**config.mk**
```make
export PLATFORM = sky130hd
export DESIGN_NAME = alu_ctrl_md
export DESIGN_NICKNAME = d
export VERILOG_FILES = /design/src/rtl/alu_ctrl_md.sv
export SDC_FILE = /design/constraint.sdc
export NUM_CORES = 1
export LEC_CHECK = 0
export CAP_MARGIN = 10
export CORE_MARGIN = 3
export CORE_UTILIZATION = 45
export CTS_BUF_LIST = sky130_fd_sc_hd__clkbuf_8
export CTS_CLUSTER_DIAMETER = 50
export DETAILED_ROUTE_END_ITERATION = 10
export PLACE_DENSITY = 0.77
export SLEW_MARGIN = 30
export SYNTH_ARGS = -nofsm -noshare
export SYNTH_HDL_FRONTEND = slang
export SYNTH_SLANG_ARGS = --single-unit
```
**constraint.sdc**
```tcl
create_clock -name clk -period 3.61 [get_ports clk]
set_input_delay 0.722 -clock clk [delete_from_list [all_inputs] [get_ports clk]]
set_output_delay 0.722 -clock clk [all_outputs]
set_load 0.005 [all_outputs]
```
**src/rtl/alu_ctrl_md.sv**
```systemverilog
// ALU control decoder with an iterative multiply/divide unit and HI/LO registers.
// Define ALU_CTRL_DIV_EN to include the div/divu datapath and DIV state.
module alu_ctrl_md #(
    parameter int unsigned DATA_W = 32,
    parameter int unsigned SIG_W  = 4
) (
    input  logic              clk,
    input  logic              rst_n,
    input  logic [1:0]        alu_op,
    input  logic [5:0]        funct,
    input  logic              start,
    input  logic [DATA_W-1:0] opa,
    input  logic [DATA_W-1:0] opb,
    output logic [SIG_W-1:0]  alu_signal,
    output logic              illegal,
    output logic              busy,
    output logic              stall,
    output logic              done,
    output logic [DATA_W-1:0] hi,
    output logic [DATA_W-1:0] lo
);

    localparam int unsigned CNT_W = $clog2(DATA_W);
    localparam int unsigned ACC_W = 2 * DATA_W;

    localparam logic [5:0] F_ADD   = 6'b100000;
    localparam logic [5:0] F_SUB   = 6'b100010;
    localparam logic [5:0] F_AND   = 6'b100100;
    localparam logic [5:0] F_OR    = 6'b100101;
    localparam logic [5:0] F_SLT   = 6'b101010;
    localparam logic [5:0] F_NOR   = 6'b100111;
    localparam logic [5:0] F_MULT  = 6'b011000;
    localparam logic [5:0] F_MULTU = 6'b011001;
    localparam logic [5:0] F_DIV   = 6'b011010;
    localparam logic [5:0] F_DIVU  = 6'b011011;
    localparam logic [5:0] F_MFHI  = 6'b010000;
    localparam logic [5:0] F_MFLO  = 6'b010010;

    typedef enum logic [1:0] {
        IDLE = 2'd0,
        MUL  = 2'd1,
        DIV  = 2'd2,
        FIN  = 2'd3
    } state_t;

    state_t             state, state_d;
    logic               busy_d, done_d;
    logic [DATA_W-1:0]  hi_d, lo_d;
    logic [ACC_W-1:0]   acc, acc_d;
    logic [DATA_W-1:0]  opd, opd_d;
    logic [CNT_W-1:0]   cnt, cnt_d;
    logic               op_div, op_div_d;
    logic               neg_q, neg_q_d;
    logic               neg_r, neg_r_d;

    logic [3:0]         sig4;
    logic               is_mul, is_div, is_mfx, is_signed;
    logic               accept;
    logic [DATA_W-1:0]  mag_a, mag_b;
    logic [DATA_W:0]    sum;
    logic [ACC_W-1:0]   prod;
`ifdef ALU_CTRL_DIV_EN
    logic [DATA_W:0]    shifted;
    logic [DATA_W:0]    diff;
`endif

    // Instruction decode: alu_signal/illegal and mult/div classification
    always_comb begin
        sig4      = 4'b1111;
        illegal   = 1'b0;
        is_mul    = 1'b0;
        is_div    = 1'b0;
        is_mfx    = 1'b0;
        is_signed = 1'b0;
        case (alu_op)
            2'b00: sig4 = 4'b0010;
            2'b01: sig4 = 4'b0110;
            2'b10: begin
                case (funct)
                    F_ADD:   sig4 = 4'b0010;
                    F_SUB:   sig4 = 4'b0110;
                    F_AND:   sig4 = 4'b0000;
                    F_OR:    sig4 = 4'b0001;
                    F_SLT:   sig4 = 4'b0111;
                    F_NOR:   sig4 = 4'b1100;
                    F_MULT:  begin is_mul = 1'b1; is_signed = 1'b1; end
                    F_MULTU: is_mul = 1'b1;
`ifdef ALU_CTRL_DIV_EN
                    F_DIV:   begin is_div = 1'b1; is_signed = 1'b1; end
                    F_DIVU:  is_div = 1'b1;
`else
                    F_DIV:   illegal = 1'b1;
                    F_DIVU:  illegal = 1'b1;
`endif
                    F_MFHI:  is_mfx = 1'b1;
                    F_MFLO:  is_mfx = 1'b1;
                    default: illegal = 1'b1;
                endcase
            end
            default: illegal = 1'b1;
        endcase
        alu_signal = SIG_W'(sig4);
        stall      = start && (busy || (state == FIN)) && (is_mul || is_div || is_mfx);
        accept     = start && !stall && (state == IDLE) && (is_mul || is_div);
        mag_a      = (is_signed && opa[DATA_W-1]) ? -opa : opa;
        mag_b      = (is_signed && opb[DATA_W-1]) ? -opb : opb;
    end

    // Next-state and datapath update
    always_comb begin
        state_d  = state;
        busy_d   = busy;
        done_d   = 1'b0;
        hi_d     = hi;
        lo_d     = lo;
        acc_d    = acc;
        opd_d    = opd;
        cnt_d    = cnt;
        op_div_d = op_div;
        neg_q_d  = neg_q;
        neg_r_d  = neg_r;
        sum      = '0;
        prod     = '0;
`ifdef ALU_CTRL_DIV_EN
        shifted  = '0;
        diff     = '0;
`endif
        case (state)
            IDLE: begin
                if (accept) begin
                    busy_d   = 1'b1;
                    cnt_d    = '0;
                    op_div_d = is_div;
                    neg_q_d  = is_signed && (opa[DATA_W-1] ^ opb[DATA_W-1]);
                    neg_r_d  = is_signed && opa[DATA_W-1];
                    if (is_mul) begin
                        acc_d   = {{DATA_W{1'b0}}, mag_b};
                        opd_d   = mag_a;
                        state_d = MUL;
                    end
`ifdef ALU_CTRL_DIV_EN
                    else if (opb == '0) begin
                        // Divide by zero: remainder=opa, quotient=all ones, no sign fix
                        acc_d   = {opa, {DATA_W{1'b1}}};
                        neg_q_d = 1'b0;
                        neg_r_d = 1'b0;
                        state_d = FIN;
                    end else begin
                        acc_d   = {{DATA_W{1'b0}}, mag_a};
                        opd_d   = mag_b;
                        state_d = DIV;
                    end
`endif
                end
            end
            MUL: begin
                sum   = {1'b0, acc[ACC_W-1:DATA_W]} + {1'b0, (acc[0] ? opd : {DATA_W{1'b0}})};
                acc_d = {sum, acc[DATA_W-1:1]};
                cnt_d = cnt + CNT_W'(1);
                if (cnt == CNT_W'(DATA_W - 1)) state_d = FIN;
            end
`ifdef ALU_CTRL_DIV_EN
            DIV: begin
                // Restoring step: acc = {remainder, dividend/quotient}
                shifted = acc[ACC_W-1:DATA_W-1];
                diff    = shifted - {1'b0, opd};
                if (shifted >= {1'b0, opd}) begin
                    acc_d = {diff[DATA_W-1:0], acc[DATA_W-2:0], 1'b1};
                end else begin
                    acc_d = {shifted[DATA_W-1:0], acc[DATA_W-2:0], 1'b0};
                end
                cnt_d = cnt + CNT_W'(1);
                if (cnt == CNT_W'(DATA_W - 1)) state_d = FIN;
            end
`endif
            FIN: begin
                state_d = IDLE;
                busy_d  = 1'b0;
                done_d  = 1'b1;
                if (op_div) begin
                    lo_d = neg_q ? -acc[DATA_W-1:0] : acc[DATA_W-1:0];
                    hi_d = neg_r ? -acc[ACC_W-1:DATA_W] : acc[ACC_W-1:DATA_W];
                end else begin
                    prod = neg_q ? -acc : acc;
                    hi_d = prod[ACC_W-1:DATA_W];
                    lo_d = prod[DATA_W-1:0];
                end
            end
            default: state_d = IDLE;
        endcase
    end

    // State register
    always_ff @(posedge clk or negedge rst_n) begin
        if (!rst_n) state <= IDLE;
        else        state <= state_d;
    end

    // Datapath and output registers
    always_ff @(posedge clk or negedge rst_n) begin
        if (!rst_n) begin
            busy   <= 1'b0;
            done   <= 1'b0;
            hi     <= '0;
            lo     <= '0;
            acc    <= '0;
            opd    <= '0;
            cnt    <= '0;
            op_div <= 1'b0;
            neg_q  <= 1'b0;
            neg_r  <= 1'b0;
        end else begin
            busy   <= busy_d;
            done   <= done_d;
            hi     <= hi_d;
            lo     <= lo_d;
            acc    <= acc_d;
            opd    <= opd_d;
            cnt    <= cnt_d;
            op_div <= op_div_d;
            neg_q  <= neg_q_d;
            neg_r  <= neg_r_d;
        end
    end

endmodule

```
== After elaboration in Yosys (flattened, before gate mapping) ==
Index checks and enable logic that the tools add are counted.
Word-level totals
  output and inout port bits: 72
  logic and storage cells: 84
  bits of input ports: 75
  register bits: 170
Operators by class
  muxes and demuxes: 26
  add/sub/neg operators: 5
  bitwise operators: 1
  reduce and logical (&&, ||, !) cells: 25
  equality and inequality tests: 18
Operator list (count)
  64-bit two-way mux: 3
  64-bit case mux with 2 select lines: 1
  32-bit two-way mux: 3
  32-bit negation: 2
  64-bit negation: 1
  6-bit equality test (second input constant): 6
  32-bit by 32-bit adder with 33-bit output: 1
  6-bit by 5-bit equality test with 1-bit output (second input constant): 4
  4-bit case mux with 6 select lines: 1
  4-bit case mux with 3 select lines: 1
  5-bit case mux with 2 select lines: 1
  10-bit OR reduction: 1
  1-bit two-way mux: 9
  3-bit AND reduction: 3
  1-bit logical AND: 8
  2-bit two-way mux: 3
  2-bit inequality test (second input constant): 3
  2-bit AND reduction: 3
  2-bit OR reduction: 3
  5-bit by 1-bit adder with 5-bit output (second input constant): 1
  5-bit equality test (second input constant): 1
  5-bit two-way mux: 1
  2-bit by 1-bit equality test with 1-bit output (second input constant): 2
  2-bit equality test (second input constant): 2
  other kinds (7): 11

== Longest topological paths before layout ==
Gate-level depths: netlist (run 1).
  depth in word-level cells: 12
  depth in mapped cells: 12
  depth with buffers taken out: 11

== Least setup slack after synthesis (run 1) ==
OpenSTA, ideal clock, no wires.
  kind: in2reg
  start point: in opa[16]
  end point: reg opd[25]
  data required time: 3.477 ns
  library setup time: 0.133 ns
  setup slack: 0.720 ns
  stages: 7
  arrival: 2.756 ns
  buffers on the path: 0
  path through: or4_1 > or4_1 > or4_1 > nor2_1 > a21oi_1 > xnor2_1 > o21ai_0
On the way
  cells in the longest elaborated chain, start to end: 2
Ends and longest elaborated chain
  from (decl): line 12  | input logic [DATA_W-1:0] opa,
  32-bit negation: line 105  | mag_a = (is_signed && opa[DATA_W-1]) ? -opa : opa;
  32-bit two-way mux: line 105
  to (signal assigned): line 218  | opd <= opd_d;
  to (decl): line 50  | logic [DATA_W-1:0] opd, opd_d;
No other way between the ends.
A chain may end at the register's enable or synchronous reset.

== Final worst setup path (run 1) ==
  start point: in funct[2]
  end point: out stall
On the way
  cells in the longest elaborated chain, start to end: 6
  elaborated cells between the ends (all ways): 12
  classes of those cells: 4 x eq/ne; 4 x mux; 4 x reduce/logical
Ends and longest elaborated chain
  from (decl): line 10  | input logic [5:0] funct,
  6-bit by 5-bit equality test with 1-bit output: line 79  | case (funct)
  2-bit OR reduction (no line)
  1-bit two-way mux: line 79
  1-bit two-way mux: line 75  | case (alu_op)
  1-bit logical OR (*): line 103  | stall = start && (busy || (state == FIN)) && (is_mul || is_div || is_mfx);
  1-bit logical AND (*): line 103
  to (decl): line 17  | output logic stall,
Mark *: on every way between the ends. The rest lies on a longest branch, timed or not.

==> results of run 1 <==
==> where the power goes <==
part | switching [W] | total (W) | internal (W) | leakage [nW]
clock | 0.000745 | 0.00150 | 0.000757 | 0.215
sequential | 0.000202 | 0.00221 | 0.00200 | 2.11
combinational | 0.000407 | 0.000743 | 0.000336 | 3.39
==> per-layer routing <==
layer  wire length, um  up-vias
met1             14500     4848
li1                  -     5089
met2             13500      283
met5                 0        -
met4               464        0
met3              1910       31
==> final cells by class <==
type	instances	share of cell area, %
clock buffers	17	1.72
clock inverters	13	1.42
inverters	31	0.856
multi-input cells	1082	49.1
flip-flops and latches	170	31.3
well taps	324	2.98
repair buffers	174	12.6
==> stage by stage <==
stage / std cells / power [W]
after CTS: 1811 / 0.00448
after global routing: 1811 / 0.00468
after floorplan: 1366 / 0.00262
final: 1811 / 0.00445
after detailed placement: 1781 / 0.00297
after global placement: 1781 / 0.00295
==> flip-flops by register name, summed over array words and instances, names as in the netlist <==
name	cells
busy	1
cnt	5
neg_q	1
opd	32
done	1
hi	32
lo	32
acc	64
state	2
==> cell usage after synthesis, drive strengths merged, types with 10 or more instances <==
| cell | number |
|---|---|
| nand2 | 198 |
| o21ai | 191 |
| dfrtp | 170 |
| a21oi | 84 |
| clkbuf | 77 |
| xor2 | 76 |
| nor2 | 68 |
| xnor2 | 64 |
| nand3 | 53 |
| and2 | 38 |
| ha | 37 |
| inv | 31 |
| o31ai | 27 |
| nor3 | 25 |
| or4 | 21 |
| or3 | 19 |
| a21o | 17 |
| nand4 | 16 |
| nand2b | 14 |
| nor4 | 13 |
| a31oi | 11 |
| o211ai | 10 |
| o41ai | 10 |
==> worst max-delay path by stage <==
stage / from / to / slack (ps) / cells after the start
floorplan: opa[16] / opd[25] / 720 / 7
global placement: opa[17] / opd[25] / 140 / 8
detailed placement: opa[16] / opd[25] / 90 / 8
CTS: funct[2] / stall / 290 / 5
global route: funct[2] / stall / 140 / 5
finish: funct[2] / stall / 250 / 5
==> logic make-up (layout without fill, tap and decap cells) <==
logic type                 count (synthesis)  count (layout)
AOI/OAI and AO/OA                        406             406
xor gates and xnor gates                 140             140
adders and majority gates                 38              38
buffers and inverters                    114             235
DFF                                      170             170
muxes                                      7               7
and+or+nand+nor                          491             491
==> parameters.txt, run 1 <==
Parameter                              Value

Run status
  Status    completed

Worst setup path
  WP buf/inv    2
  Critical-path cell list    clkdlybuf4s50_1 > nor3b_1 > nand3_1 > a211oi_1 > clkdlybuf4s50_1
  Max Fanout on Critical Path    6
  Largest stage delay on the critical path    540 ps
  Reg-to-reg critical path startpoint    acc[0]
  Minimum setup slack among reg-to-reg paths    roughly 440 ps
  Cell at the slowest stage of the critical path    sky130_fd_sc_hd__clkdlybuf4s50_1
  R2R depth    8
  Delay-heaviest family, CP    buffers and inverters
  End of the worst register-to-register path    hi[27]
  Critical path arrival    2640 ps
  Sort of element at the start of the critical path    input pin
  Endpoint required time on the critical path    roughly 2900 ps
  Critical path endpoint category    primary output
  Cell seen most often among critical-path stages    sky130_fd_sc_hd__clkdlybuf4s50_1
  Worst setup path class    input pin to primary output

Place
  Worst slack after detailed placement    86.4 ps
  Detailed Place HPWL    23200 um
  PortBufs    146
  Total cell area at the placement stage    ~0.013 sq mm
  Final weighted congestion of routability-driven global placement    0.958

Synth
  Post-synthesis async set-or-reset flop share    100%
  Xor and xnor area share after synthesis    10.8%
  Top area cells in the synthesized netlist    sky130_fd_sc_hd__dfrtp_1 (38%), sky130_fd_sc_hd__o21ai_0 (7.9%), sky130_fd_sc_hd__nand2_1 (6.5%), sky130_fd_sc_hd__xor2_1 (5.9%), sky130_fd_sc_hd__xnor2_1 (4.9%)
  EDFF count, synth    0
  Library cell with the largest summed area after synthesis    sky130_fd_sc_hd__dfrtp_1
  Fraction of synthesized area in multiplexers    less than 1%
  #FFs+latches synth    170
  Number of distinct library cells after synthesis    69
  Primary flip-flop cell chosen by synthesis mapping    sky130_fd_sc_hd__dfrtp_1
  Synthesized Nets    1479
  Cells after Synth    1366
  Cell Area, Synth    around 0.011 sq mm
  Portion of the post-synthesis area used by sequential elements    37.5%
  Synth Area in Adders    4.26%
  Synthesized area divided by synthesized cell count    8.30 sq um
  Area share of the largest cell type after synthesis    a little under two fifths
  Number of warnings printed during yosys synthesis    0
  Area fraction in compound gates after synthesis    21.3%
  Combinational family with the most area after synthesis    simple AND/OR/NAND/NOR gates
  Area share of and/or/nand/nor cells after synthesis    21.7%

Finish
  Area of the multi-input gates    0.00668 sq mm
  Share of cells above drive strength 1    approximately 6%
  Sequential Area    0.00425 sq mm
  Final net count    1589
  Antenna diode count    0
  Layout overhead on the synthesized area    19.9%
  Final core utilization    55.4%
  Commonest non-fill, non-tap cells in the layout    sky130_fd_sc_hd__nand2_1 (196), sky130_fd_sc_hd__o21ai_0 (179), sky130_fd_sc_hd__dfrtp_1 (170)
  Filler cells    2323
  Final non-filler cell area    between 0.01 and 0.015 sq mm
  Most common cell after layout, fill and taps aside    sky130_fd_sc_hd__nand2_1

Timing
  Final worst hold slack    312 ps
  Achievable Freq    just under 0.3 GHz
  Period utilisation layout    93.0%
  Setup repair after global routing missed its margin    false
  Final count of pins violating max slew    0
  Endpoints failing setup    0
  Final Hold Viols    0
  Relative max-transition margin    44.2%
  Min Clock Period, post-route    3360 ps
  Setup TNS after final layout    0 ps
  Slack of the critical path    between 200 and 300 ps
  Transition at the pin with the smallest max-transition slack    837 ps
  Setup clock skew after layout    11.5 ps

Power and ir drop
  PwrDens    between 300 and 400 mW/mm^2
  Leakage dissipation    5.72 nW
  Worst IR Drop VDD    approximately 0.28 mV

Clock network
  CTS tree    done
  Clock-pin transition on the worst setup and hold timing paths    90 ps
  Maximum clock insertion buffer count    2
  CTS buffer count    17
  Buffers inserted by post-CTS timing repair    0
  Cell chosen for the clock root    sky130_fd_sc_hd__clkbuf_8
  Depth of the CTS H-tree    4
  Clock Latency Late Sink    470 ps
  CTS Hold Buffers Added    0
  TritonCTS sink count    between 150 and 200
  Gates resized, CTS repair    0

Global routing
  All-Layer GR Usage    a little under a quarter
  Met1 global-route usage    33.1%
  Routing usage on met2    34.5%
  Most congested layer reported by global routing    met2
  Global routing met3 resource utilization    3.81%
  Maximum number of pins on one net before global-route repair    119
  Initial antenna violation count    0
  First-pass GRT wire length    a little under 50000 um
  Gr ovfl total    0
  Number of global-route vias before repair    9543

Routing
  First-iteration detailed-routing DRC count    826
  Average detailed-routed wire length per instance    16.8 um
  Via count    10300
  Final antenna-violating net count    0
  Iteration count of the initial detailed-routing pass    5
  DRC viols    0
  Final WL    30400 um
  DR vias/cell    5.66

Die
  Initial standard-cell utilization of the core    46.2%
  Placement row count    57
  DIE HEIGHT    165 um
  Area of the placeable core    0.0245 sq mm
  Top-Level Pins    147
  Die outline area    around 0.027 sq mm
  Die Wd    165 um

Worst hold path
  Hold/Removal Path Class    input pin to async pin

Job
  Max-cap violations    0
No activity file was read; power rests on OpenSTA's default activity.
==> run 2: changes to the inputs <==
- ABC_CLOCK_PERIOD_IN_PS: not set -> 3610
==> results of run 2 <==
Same layout as run 1: the final DEF is identical, and so are final timing and power.
==> run 3: changes to the inputs <==
- SLEW_MARGIN: 30 -> 20
==> run 3 against run 2 <==
First-iteration DRC count is the same; via count about the same; highest routed layer unchanged; routed wire length hardly changed; final cell count stayed put; largest power group unchanged; critical path depth stayed put; register-to-register slack is essentially flat; hold slack better by 0.92 ps.
==> parameters.txt, run 3 (synthesized netlist as in run 1, its figures left out) <==
Parameter                              Value

Run status
  Status    completed

Power and ir drop
  Switching share of power    30.4%
  Switching Power    0.00135 W
  Leakage dissipation    5.72 nW
  Portion of total power attributed to sequential cells    49.6%
  Clock network fraction of design power    33.7%
  PwrDens    328 mW/mm^2
  Gate power share    between 15 and 20%
  Worst IR Drop VDD    0.280 mV
  Internal power summed over all cells    between 0.003 and 0.004 W

Finish
  Fin cells    1811
  Antenna diode count    0
  Filler cells    2322
  Register with the highest flop count    acc
  Largest register FFs    64
  Most common cell after layout, fill and taps aside    sky130_fd_sc_hd__nand2_1
  Area of the multi-input gates    0.00668 sq mm
  Sequential Area    0.00425 sq mm
  Commonest non-fill, non-tap cells in the layout    sky130_fd_sc_hd__nand2_1 (196), sky130_fd_sc_hd__o21ai_0 (179), sky130_fd_sc_hd__dfrtp_1 (170)
  Final net count    1589
  Layout overhead on the synthesized area    19.9%
  Share of cells above drive strength 1    6.12%

Timing
  Setup repair after global routing missed its margin    false
  Final Hold Viols    0
  Relative max-transition margin    35.6%
  Transition at the pin with the smallest max-transition slack    967 ps
  Endpoints failing setup    0
  Achievable Freq    0.298 GHz
  Setup clock skew after layout    11.5 ps
  Final count of pins violating max slew    0
  Min Clock Period, post-route    3360 ps
  Period utilisation layout    93.0%
  Setup TNS after final layout    0 ps

Worst setup path
  Critical path endpoint category    primary output
  Sort of element at the start of the critical path    input pin
  Delay-heaviest family, CP    buffers and inverters
  Worst setup path class    input pin to primary output
  Reg-to-reg critical path startpoint    acc[0]
  Largest stage delay on the critical path    540 ps
  Minimum setup slack among reg-to-reg paths    ~430 ps
  Cell seen most often among critical-path stages    sky130_fd_sc_hd__clkdlybuf4s50_1
  Last element of the critical path    stall
  CP Launch Point    funct[2]
  Critical-path cell list    clkdlybuf4s50_1 > nor3b_1 > nand3_1 > a211oi_1 > clkdlybuf4s50_1
  WP buf/inv    2
  Instance count on the critical path    5
  Critical path arrival    2640 ps
  Cell at the slowest stage of the critical path    sky130_fd_sc_hd__clkdlybuf4s50_1
  Endpoint required time on the critical path    2890 ps
  Max Fanout on Critical Path    6
  R2R depth    8
  End of the worst register-to-register path    hi[27]

Clock network
  CTS tree    done
  Gates resized, CTS repair    0
  CTS Hold Buffers Added    0
  Depth of the CTS H-tree    4
  TritonCTS sink count    170
  Clock Latency Late Sink    around 470 ps
  Buffers inserted by post-CTS timing repair    0
  Maximum clock insertion buffer count    2
  CTS buffer count    17
  Cell chosen for the clock root    sky130_fd_sc_hd__clkbuf_8
  Clock-pin transition on the worst setup and hold timing paths    90 ps

Die
  Top-Level Pins    147
  DIE HEIGHT    165 um
  Area of the placeable core    approximately 0.025 sq mm
  Placement row count    57
  Die outline area    0.0271 sq mm
  Die Wd    165 um
  Initial standard-cell utilization of the core    46.2%

Global routing
  All-Layer GR Usage    22.5%
  Number of global-route vias before repair    about 9500
  First-pass GRT wire length    49200 um
  Gr ovfl total    0
  Maximum number of pins on one net before global-route repair    119
  Initial antenna violation count    0

Routing
  DRC viols    0
  Final WL    30400 um
  Final antenna-violating net count    0
  Iteration count of the initial detailed-routing pass    5
  Average detailed-routed wire length per instance    16.8 um
  Via count    10300
  DR vias/cell    5.66
  First-iteration detailed-routing DRC count    a little over 800

Place
  Final weighted congestion of routability-driven global placement    0.958
  Placed instance count    1781
  PortBufs    146
  Detailed Place HPWL    23200 um

Job
  Max-cap violations    0

Worst hold path
  Hold/Removal Path Class    input pin to async pin
run 3: power groups by stage:
| stage | clock network, W | logic, W | registers, W |
|---|---|---|---|
| floorplan | 0 | 0.000465 | 0.00216 |
| global placement | 0 | 0.000723 | 0.00223 |
| detailed placement | 0 | 0.000737 | 0.00224 |
| CTS | 0.00154 | 0.000742 | 0.00220 |
| global route | 0.00162 | 0.000834 | 0.00223 |
| finish | 0.00150 | 0.000743 | 0.00221 |
run 3: layout make-up:
cell class | instances | share of cell area (%)
Timing Repair Buffer | 174 | 12.6
Clock buffer | 17 | 1.72
Tap cell | 324 | 2.98
Multi-Input combinational cell | 1082 | 49.1
Sequential cell | 170 | 31.3
Clock inverter | 13 | 1.42
Inverter | 31 | 0.856
run 3: worst reg2reg max path: cells and delay by family, from the launching register on:
family          cells  cell delay (ps)
compound gates      2              330
xor+xnor            1              260
buf+inv             1              220
flops               1              520
simple gates        4             1700
run 3: per-stage QoR:
step	total power, W	util, %	hold slack [ps]	area (sq um)	setup WS, ps
final	0.00445	55.4	312	13600	253
after global routing	0.00468	55.4	378	13600	142
after CTS	0.00448	55.4	332	13600	285
after detailed placement	0.00297	53.7	458	13200	86.4
after global placement	0.00295	53.7	452	13200	143
after floorplan	0.00262	-	426	11300	720
run 3: worst min-delay path by stage:
| stage | start | endpoint | slack (ps) | cells past startpoint |
|---|---|---|---|---|
| floorplan | rst_n | acc[0] | 430 | 0 |
| global placement | opd[31] | opd[31] | 450 | 1 |
| detailed placement | opd[31] | opd[31] | 460 | 1 |
| CTS | rst_n | hi[4] | 330 | 1 |
| global route | rst_n | hi[4] | 380 | 1 |
| finish | rst_n | hi[4] | 310 | 1 |
run 3: routing by layer:
layer  part of all wire [%]  GRT usage, %  vias to the layer above
li1                       -             -                     5089
met1                     48          33.1                     4849
met2                     45          34.5                      285
met3                    6.3          3.81                       31
met4                    1.5          5.87                        0
met5                      0             0                        -
